$ cat src/rtl/zpc_fetch_queue_if.sv
// Fetch front-end bus: redirect/stall/halt control, instruction-memory port and decoder-facing head.
interface zpc_fetch_queue_if #(
  parameter int INSTRUCTION_WIDTH = 32,
  parameter int PC_WIDTH          = 32,
  parameter int FIFO_DEPTH        = 4
);
  logic                           redirect_valid_i;
  logic [PC_WIDTH-1:0]            redirect_pc_i;
  logic                           stall_valid_i;
  logic                           halt_i;
  logic                           instr_read_enable_o;
  logic [PC_WIDTH-1:0]            instr_read_addr_o;
  logic [INSTRUCTION_WIDTH-1:0]   z_instruction_i;
  logic [INSTRUCTION_WIDTH-1:0]   z_instruction_o;
  logic [PC_WIDTH-1:0]            instr_pc_o;
  logic                           decode_instruction_valid_o;
  logic                           instr_misalign_valid_o;
  logic [PC_WIDTH-1:0]            instr_misalign_addr_o;
  logic [$clog2(FIFO_DEPTH):0]    fifo_count_o;

  modport master (
    input  redirect_valid_i, redirect_pc_i, stall_valid_i, halt_i, z_instruction_i,
    output instr_read_enable_o, instr_read_addr_o, z_instruction_o, instr_pc_o,
           decode_instruction_valid_o, instr_misalign_valid_o, instr_misalign_addr_o, fifo_count_o
  );

  modport slave (
    output redirect_valid_i, redirect_pc_i, stall_valid_i, halt_i, z_instruction_i,
    input  instr_read_enable_o, instr_read_addr_o, z_instruction_o, instr_pc_o,
           decode_instruction_valid_o, instr_misalign_valid_o, instr_misalign_addr_o, fifo_count_o
  );
endinterface

$ cat src/rtl/zpc_fetch_queue.sv
// Instruction fetch queue: strobe -> head valid in 2 cycles, one instr/cycle steady state.
// Stall holds the head; fetch is throttled on queued+in-flight occupancy, so the FIFO never overflows.
module zpc_fetch_queue #(
  parameter int                    INSTRUCTION_WIDTH = 32,
  parameter int                    PC_WIDTH          = 32,
  parameter int                    FIFO_DEPTH        = 4,
  parameter logic [PC_WIDTH-1:0]   RESET_VECTOR      = '0
) (
  input  logic               z_clk,
  input  logic               z_rst,
  zpc_fetch_queue_if.master  bus
);
  localparam int PW = $clog2(FIFO_DEPTH);
  localparam int CW = PW + 1;
  localparam logic [CW:0]         DEPTH_W = FIFO_DEPTH[CW:0];
  localparam logic [PC_WIDTH-1:0] PC_STEP = PC_WIDTH'(4);

  typedef enum logic [1:0] {IDLE, RUN, HALT, FAULT} state_t;

  state_t                         state, state_nxt;
  logic [PC_WIDTH-1:0]            fetch_pc, inflight_pc, misalign_addr;
  logic                           inflight, misalign_vld;
  logic [INSTRUCTION_WIDTH-1:0]   mem_instr [FIFO_DEPTH];
  logic [PC_WIDTH-1:0]            mem_pc    [FIFO_DEPTH];
  logic [PW-1:0]                  wr_ptr, rd_ptr;
  logic [CW-1:0]                  count;
  logic                           redirect, misalign, rd_en, push, pop, dec_vld;

  assign redirect = bus.redirect_valid_i;
  assign misalign = redirect && (bus.redirect_pc_i[1:0] != 2'b00);
  // A same-cycle dequeue is deliberately not credited, keeping the issue check off the stall path.
  assign rd_en    = (state == RUN) && !redirect &&
                    (({1'b0, count} + {{CW{1'b0}}, inflight}) < DEPTH_W);
  assign push     = inflight && !redirect;
  assign dec_vld  = (count != '0) && (state != HALT) && !redirect;
  assign pop      = dec_vld && !bus.stall_valid_i;

  always_comb begin
    state_nxt = state;
    unique case (state)
      IDLE:  state_nxt = RUN;
      RUN:   if (misalign) state_nxt = FAULT; else if (bus.halt_i) state_nxt = HALT;
      HALT:  if (misalign) state_nxt = FAULT; else if (!bus.halt_i) state_nxt = RUN;
      FAULT: if (redirect && !misalign) state_nxt = bus.halt_i ? HALT : RUN;
      default: state_nxt = IDLE;
    endcase
  end

  always_ff @(posedge z_clk or negedge z_rst) begin
    if (!z_rst) begin
      state         <= IDLE;
      fetch_pc      <= RESET_VECTOR;
      inflight      <= 1'b0;
      inflight_pc   <= '0;
      misalign_vld  <= 1'b0;
      misalign_addr <= '0;
    end else begin
      state        <= state_nxt;
      inflight     <= rd_en;
      misalign_vld <= misalign;
      if (rd_en) inflight_pc <= fetch_pc;
      if (redirect) fetch_pc <= bus.redirect_pc_i;
      else if (rd_en) fetch_pc <= fetch_pc + PC_STEP;
      if (misalign) misalign_addr <= bus.redirect_pc_i;
    end
  end

  // Storage is reset so the head reads as zero out of reset.
  always_ff @(posedge z_clk or negedge z_rst) begin
    if (!z_rst) begin
      wr_ptr <= '0;
      rd_ptr <= '0;
      count  <= '0;
      for (int i = 0; i < FIFO_DEPTH; i++) begin
        mem_instr[i] <= '0;
        mem_pc[i]    <= '0;
      end
    end else if (redirect) begin
      wr_ptr <= '0;
      rd_ptr <= '0;
      count  <= '0;
    end else begin
      if (push) begin
        mem_instr[wr_ptr] <= bus.z_instruction_i;
        mem_pc[wr_ptr]    <= inflight_pc;
        wr_ptr            <= wr_ptr + 1'b1;
      end
      if (pop) rd_ptr <= rd_ptr + 1'b1;
      if (push && !pop) count <= count + 1'b1;
      else if (!push && pop) count <= count - 1'b1;
    end
  end

  assign bus.instr_read_enable_o        = rd_en;
  assign bus.instr_read_addr_o          = fetch_pc;
  assign bus.z_instruction_o            = mem_instr[rd_ptr];
  assign bus.instr_pc_o                 = mem_pc[rd_ptr];
  assign bus.decode_instruction_valid_o = dec_vld;
  assign bus.instr_misalign_valid_o     = misalign_vld;
  assign bus.instr_misalign_addr_o      = misalign_addr;
  assign bus.fifo_count_o               = count;
endmodule
$ cat src/flat_wrapper.sv
// flat-port wrapper written by rule: the top's interface ports become plain ports
module zpc_fetch_queue_flat 
#(
  parameter int                    INSTRUCTION_WIDTH = 32,
  parameter int                    PC_WIDTH          = 32,
  parameter int                    FIFO_DEPTH        = 4,
  parameter logic [PC_WIDTH-1:0]   RESET_VECTOR      = '0
)
  (z_clk, z_rst, bus_redirect_valid_i, bus_redirect_pc_i, bus_stall_valid_i, bus_halt_i, bus_z_instruction_i, bus_instr_read_enable_o, bus_instr_read_addr_o, bus_z_instruction_o, bus_instr_pc_o, bus_decode_instruction_valid_o, bus_instr_misalign_valid_o, bus_instr_misalign_addr_o, bus_fifo_count_o);
  zpc_fetch_queue_if #(.INSTRUCTION_WIDTH(INSTRUCTION_WIDTH), .PC_WIDTH(PC_WIDTH), .FIFO_DEPTH(FIFO_DEPTH)) bus_i ();
  input  logic z_clk;
  input  logic z_rst;
  input wire logic [$bits(bus_i.redirect_valid_i)-1:0] bus_redirect_valid_i;
  input wire logic [$bits(bus_i.redirect_pc_i)-1:0] bus_redirect_pc_i;
  input wire logic [$bits(bus_i.stall_valid_i)-1:0] bus_stall_valid_i;
  input wire logic [$bits(bus_i.halt_i)-1:0] bus_halt_i;
  input wire logic [$bits(bus_i.z_instruction_i)-1:0] bus_z_instruction_i;
  output wire logic [$bits(bus_i.instr_read_enable_o)-1:0] bus_instr_read_enable_o;
  output wire logic [$bits(bus_i.instr_read_addr_o)-1:0] bus_instr_read_addr_o;
  output wire logic [$bits(bus_i.z_instruction_o)-1:0] bus_z_instruction_o;
  output wire logic [$bits(bus_i.instr_pc_o)-1:0] bus_instr_pc_o;
  output wire logic [$bits(bus_i.decode_instruction_valid_o)-1:0] bus_decode_instruction_valid_o;
  output wire logic [$bits(bus_i.instr_misalign_valid_o)-1:0] bus_instr_misalign_valid_o;
  output wire logic [$bits(bus_i.instr_misalign_addr_o)-1:0] bus_instr_misalign_addr_o;
  output wire logic [$bits(bus_i.fifo_count_o)-1:0] bus_fifo_count_o;
  assign bus_i.redirect_valid_i = bus_redirect_valid_i;
  assign bus_i.redirect_pc_i = bus_redirect_pc_i;
  assign bus_i.stall_valid_i = bus_stall_valid_i;
  assign bus_i.halt_i = bus_halt_i;
  assign bus_i.z_instruction_i = bus_z_instruction_i;
  assign bus_instr_read_enable_o = bus_i.instr_read_enable_o;
  assign bus_instr_read_addr_o = bus_i.instr_read_addr_o;
  assign bus_z_instruction_o = bus_i.z_instruction_o;
  assign bus_instr_pc_o = bus_i.instr_pc_o;
  assign bus_decode_instruction_valid_o = bus_i.decode_instruction_valid_o;
  assign bus_instr_misalign_valid_o = bus_i.instr_misalign_valid_o;
  assign bus_instr_misalign_addr_o = bus_i.instr_misalign_addr_o;
  assign bus_fifo_count_o = bus_i.fifo_count_o;
  zpc_fetch_queue #(.INSTRUCTION_WIDTH(INSTRUCTION_WIDTH), .PC_WIDTH(PC_WIDTH), .FIFO_DEPTH(FIFO_DEPTH), .RESET_VECTOR(RESET_VECTOR)) u_core (.z_clk(z_clk), .z_rst(z_rst), .bus(bus_i));
endmodule
$ cat config.mk
export PLATFORM = sky130hd
export DESIGN_NAME = zpc_fetch_queue_flat
export DESIGN_NICKNAME = d
export VERILOG_FILES = /design/src/rtl/zpc_fetch_queue_if.sv /design/src/rtl/zpc_fetch_queue.sv /design/src/flat_wrapper.sv
export SDC_FILE = /design/constraint.sdc
export NUM_CORES = 1
export LEC_CHECK = 0
export BUFFER_PORTS_ARGS = -buffer_cell sky130_fd_sc_hd__buf_2
export CORE_MARGIN = 10
export CORE_UTILIZATION = 58
export DETAILED_ROUTE_END_ITERATION = 16
export PLACE_DENSITY = 0.8
export SLEW_MARGIN = 20
export SYNTH_ARGS = -nofsm -noshare
export SYNTH_HDL_FRONTEND = slang
export SYNTH_SLANG_ARGS = --single-unit
$ cat constraint.sdc
create_clock -name z_clk -period 2.6 [get_ports z_clk]
set_input_delay 0.39 -clock z_clk [delete_from_list [all_inputs] [get_ports z_clk]]
set_output_delay 0.39 -clock z_clk [all_outputs]
set_load 0.01 [all_outputs]
==> run_results.csv <==
group,metric,value,unit
outcome,status,"complete, no violations",
drt,ant_nets,0,
global_routing,use_met2,34.3,%
floorplanning,die_width,184,µm
final_layout,regArea,0.00909,mm²
floorplanning,dieArea,0.0339,mm²
drt,drtIter0Drc,521,
final_layout,syn_to_final_growth,20.3,%
timing,max_freq,415,MHz
min_path,holdCritPathClass,"primary input to flip-flop",
final_layout,fillerInstances,1771,
global_routing,antenna_found_initial,1,
worst_setup_path,cp_max_fo,10,
global_routing,grt_overflow,0,
worst_setup_path,critPathRequiredTime,2.21,ns
global_routing,grt_pass1_wl,57.2,mm
worst_setup_path,end_kind,"primary output",
yosys,synth_cells,1085,
yosys,syn_area_per_cell,14.4,µm²
drt,via_per_inst,5.76,
placed_design,pre_cts_slack,0.435,ns
timing,finalCritPeriodShare,92.6,%
global_routing,use_met1,27.8,%
final_layout,final_common_cell,"dfrtp_1",
power_and_ir_drop,peakVddDrop,0.000473,V
global_routing,met3_usage,5.69,%
final_layout,nets,1375,
final_layout,multiInputGateArea,0.00630,mm²
timing,setup_viol,0,
floorplanning,initial_core_util,58.5,%
cts,cts.sinks,363,
cts,clkTransAtPathRegs,0.06,ns
yosys,synth_edf_count,0,
yosys,syn_area,0.0156,mm²
placed_design,placed_area,0.0173,mm²
cts,clock-root-buffer,"clkbuf_16",
yosys,ys_types,42,
drt,via_count,9626,
floorplanning,core.rowCount,60,
worst_setup_path,start_kind,"flip-flop",
final_layout,final_cell_mix,"dfrtp_1 (361), mux2_2 (289), buf_2 (201)",
power_and_ir_drop,power.density,922,mW/mm²
global_routing,grt_pass1_vias,10511,
yosys,synth_ff_type,"dfrtp_1",
placed_design,place_congestion,0.859,
drt,drc,0,
timing,final-max-slew-violation-count,0,
yosys,yosysWarningCount,0,
floorplanning,chipHeight,184,µm
power_and_ir_drop,leakage,9.10,nW
timing,fin_ws,0.192,ns
cts,cts_tree,"built",
timing,setup-tns-final,0,ns
final_layout,stdcell_count,1672,
final_layout,drive_gt1_share,50.1,%
cts,clockBufferDepth,3,
drt,totalWireLength,35.0,mm
yosys,synth_nets,1160,
drt,drt_pass1_iterations,5,
global_routing,grt-busiest-layer,"met2",
placed_design,hpwlAfterDp,23.6,mm
run,maxCapViolCount,0,
timing,period_minus_slack,2.41,ns
timing,worstMarginPinSlew,0.654,ns
timing,hold_violations,0,
global_routing,grt_max_degree,84,
yosys,yosysSeqAreaShare,58.1,%
final_layout,postLayoutCellArea,0.0188,mm²
cts,cts_inserted_buffers,38,
floorplanning,ioPinCount,203,
drt,wl_per_cell,20.9,µm
cts,cts-htree-levels,2,
placed_design,place_inst,1597,
timing,skew,0.0186,ns
floorplanning,core_area,0.0267,mm²
cts,clock_latency,0.52,ns
yosys,async_flop_share,100,%
yosys,ys_seq_elements,363,
timing,maxSlewHeadroom,56.2,%
worst_setup_path,critical_path_class,"flip-flop to primary output",
global_routing,track_usage,21.2,%
timing,rsz0062_at_grt,"no",
worst_setup_path,arrival,2.02,ns
placed_design,io_buffers,202,
[where the power goes]
| group | switching [mW] | total, mW | internal, mW | leakage, nW |
|---|---|---|---|---|
| logic | 1.55 | 3.53 | 1.98 | 3.67 |
| clock network | 2.21 | 6.28 | 4.06 | 0.713 |
| registers | 0.828 | 7.55 | 6.73 | 4.72 |
| total | 4.59 | 17.4 | 12.8 | 9.10 |
[final timing paths]
path                       depth (start not counted)                            startpoint                                   end  slack, ns
hold / removal                                     3                 bus_redirect_pc_i[14]  u_core.bus.instr_misalign_addr_o[14]       0.08
max in group asynchronous                          3                                 z_rst                  u_core.mem_instr[77]       1.40
setup reg to reg                                   5                       u_core.state[1]      u_core.bus.instr_read_addr_o[29]       0.42
setup / recovery                                   3                      u_core.rd_ptr[0]                     bus_instr_pc_o[3]       0.19
min in group asynchronous                          2                                 z_rst                 u_core.mem_instr[102]       0.39
hold reg to reg                                    2  u_core.bus.instr_misalign_addr_o[29]  u_core.bus.instr_misalign_addr_o[29]       0.47
[per-layer routing]
| layer | up-vias | routed length, µm | part of all wire, % |
|---|---|---|---|
| met2 | 284 | 16800 | 48 |
| li1 | 4343 | - | - |
| met5 | - | 0 | 0 |
| met4 | 0 | 694 | 2.0 |
| met1 | 4955 | 14900 | 43 |
| met3 | 44 | 2560 | 7.3 |
[synthesized netlist by cell type, types with 2 or more instances]
library cell	number	area, µm²
nor4_1	15	93.8
dfrtp_1	363	9080
nand3_1	8	40.0
nand4_1	10	62.6
and4_1	2	17.5
buf_2	6	30.0
nand2_1	144	541
nor3b_1	2	15.0
buf_1	5	18.8
clkbuf_1	50	188
nor3_1	6	30.0
o21ai_0	33	165
mux4_2	64	1440
mux2i_1	2	20.0
mux2_2	289	3250
and2_1	3	18.8
nor2_1	10	37.5
ha_1	5	62.6
xnor2_1	17	149
inv_1	8	30.0
and3_1	7	43.8
xor2_1	11	96.3
nor2b_1	5	31.3
a31oi_1	2	12.5
[sequential cells by signal (all words and copies together) (netlist names)]
signal,cells
u_core.bus.fifo_count_o,3
u_core.bus.instr_misalign_addr_o,32
u_core.bus.instr_misalign_valid_o,1
u_core.bus.instr_read_addr_o,32
u_core.inflight,1
u_core.inflight_pc,32
u_core.mem_instr,128
u_core.mem_pc,128
u_core.rd_ptr,2
u_core.state,2
u_core.wr_ptr,2
[stage by stage]
step	total power [mW]	utilization [%]	hold WS (ns)
2_1_floorplan	9.62	-	0.0944
3_3_place_gp	11.0	64.7	0.342
3_5_place_dp	11.2	64.7	0.347
4_1_cts	17.5	70.4	0.0587
5_1_grt	18.2	70.4	0.0724
6_report	17.4	70.4	0.0799
[area by class of cell]
type                       instances  share of cell area [%]
clock buffer                      51                    6.02
sequential                       363                    48.3
inverter                           8                   0.160
clock inverter                    18                    1.87
tap                              341                    2.27
multi-input combinational        652                    33.5
timing repair buffer             237                    7.90
antenna                            2                  0.0266
[cells by family after synthesis]
kind of cell,Yosys count,synth area share [%]
XOR/XNOR,28,1.57
adder cells (fa/ha/maj),6,0.528
buffers and inverters,70,1.78
AND/OR/NAND/NOR,220,6.38
flip-flops,363,58.1
AO/OA/AOI/OAI,43,1.54
multiplexers,355,30.1
[worst max-delay path, stage by stage (launching register included)]
cell	delay [ns]
dfrtp_4	0.56
buf_4	0.26
mux4_2	0.53
buf_2	0.16
[what timing repair did]
item                                   4_1_cts  5_1_grt
setup endpoints to repair                    5        0
endpoints found under the hold margin       46        0
hold buffers                                 1        0
gates resized for setup                      0        0
buffers inserted                             3        0
Power figures use the tool's default switching activity.
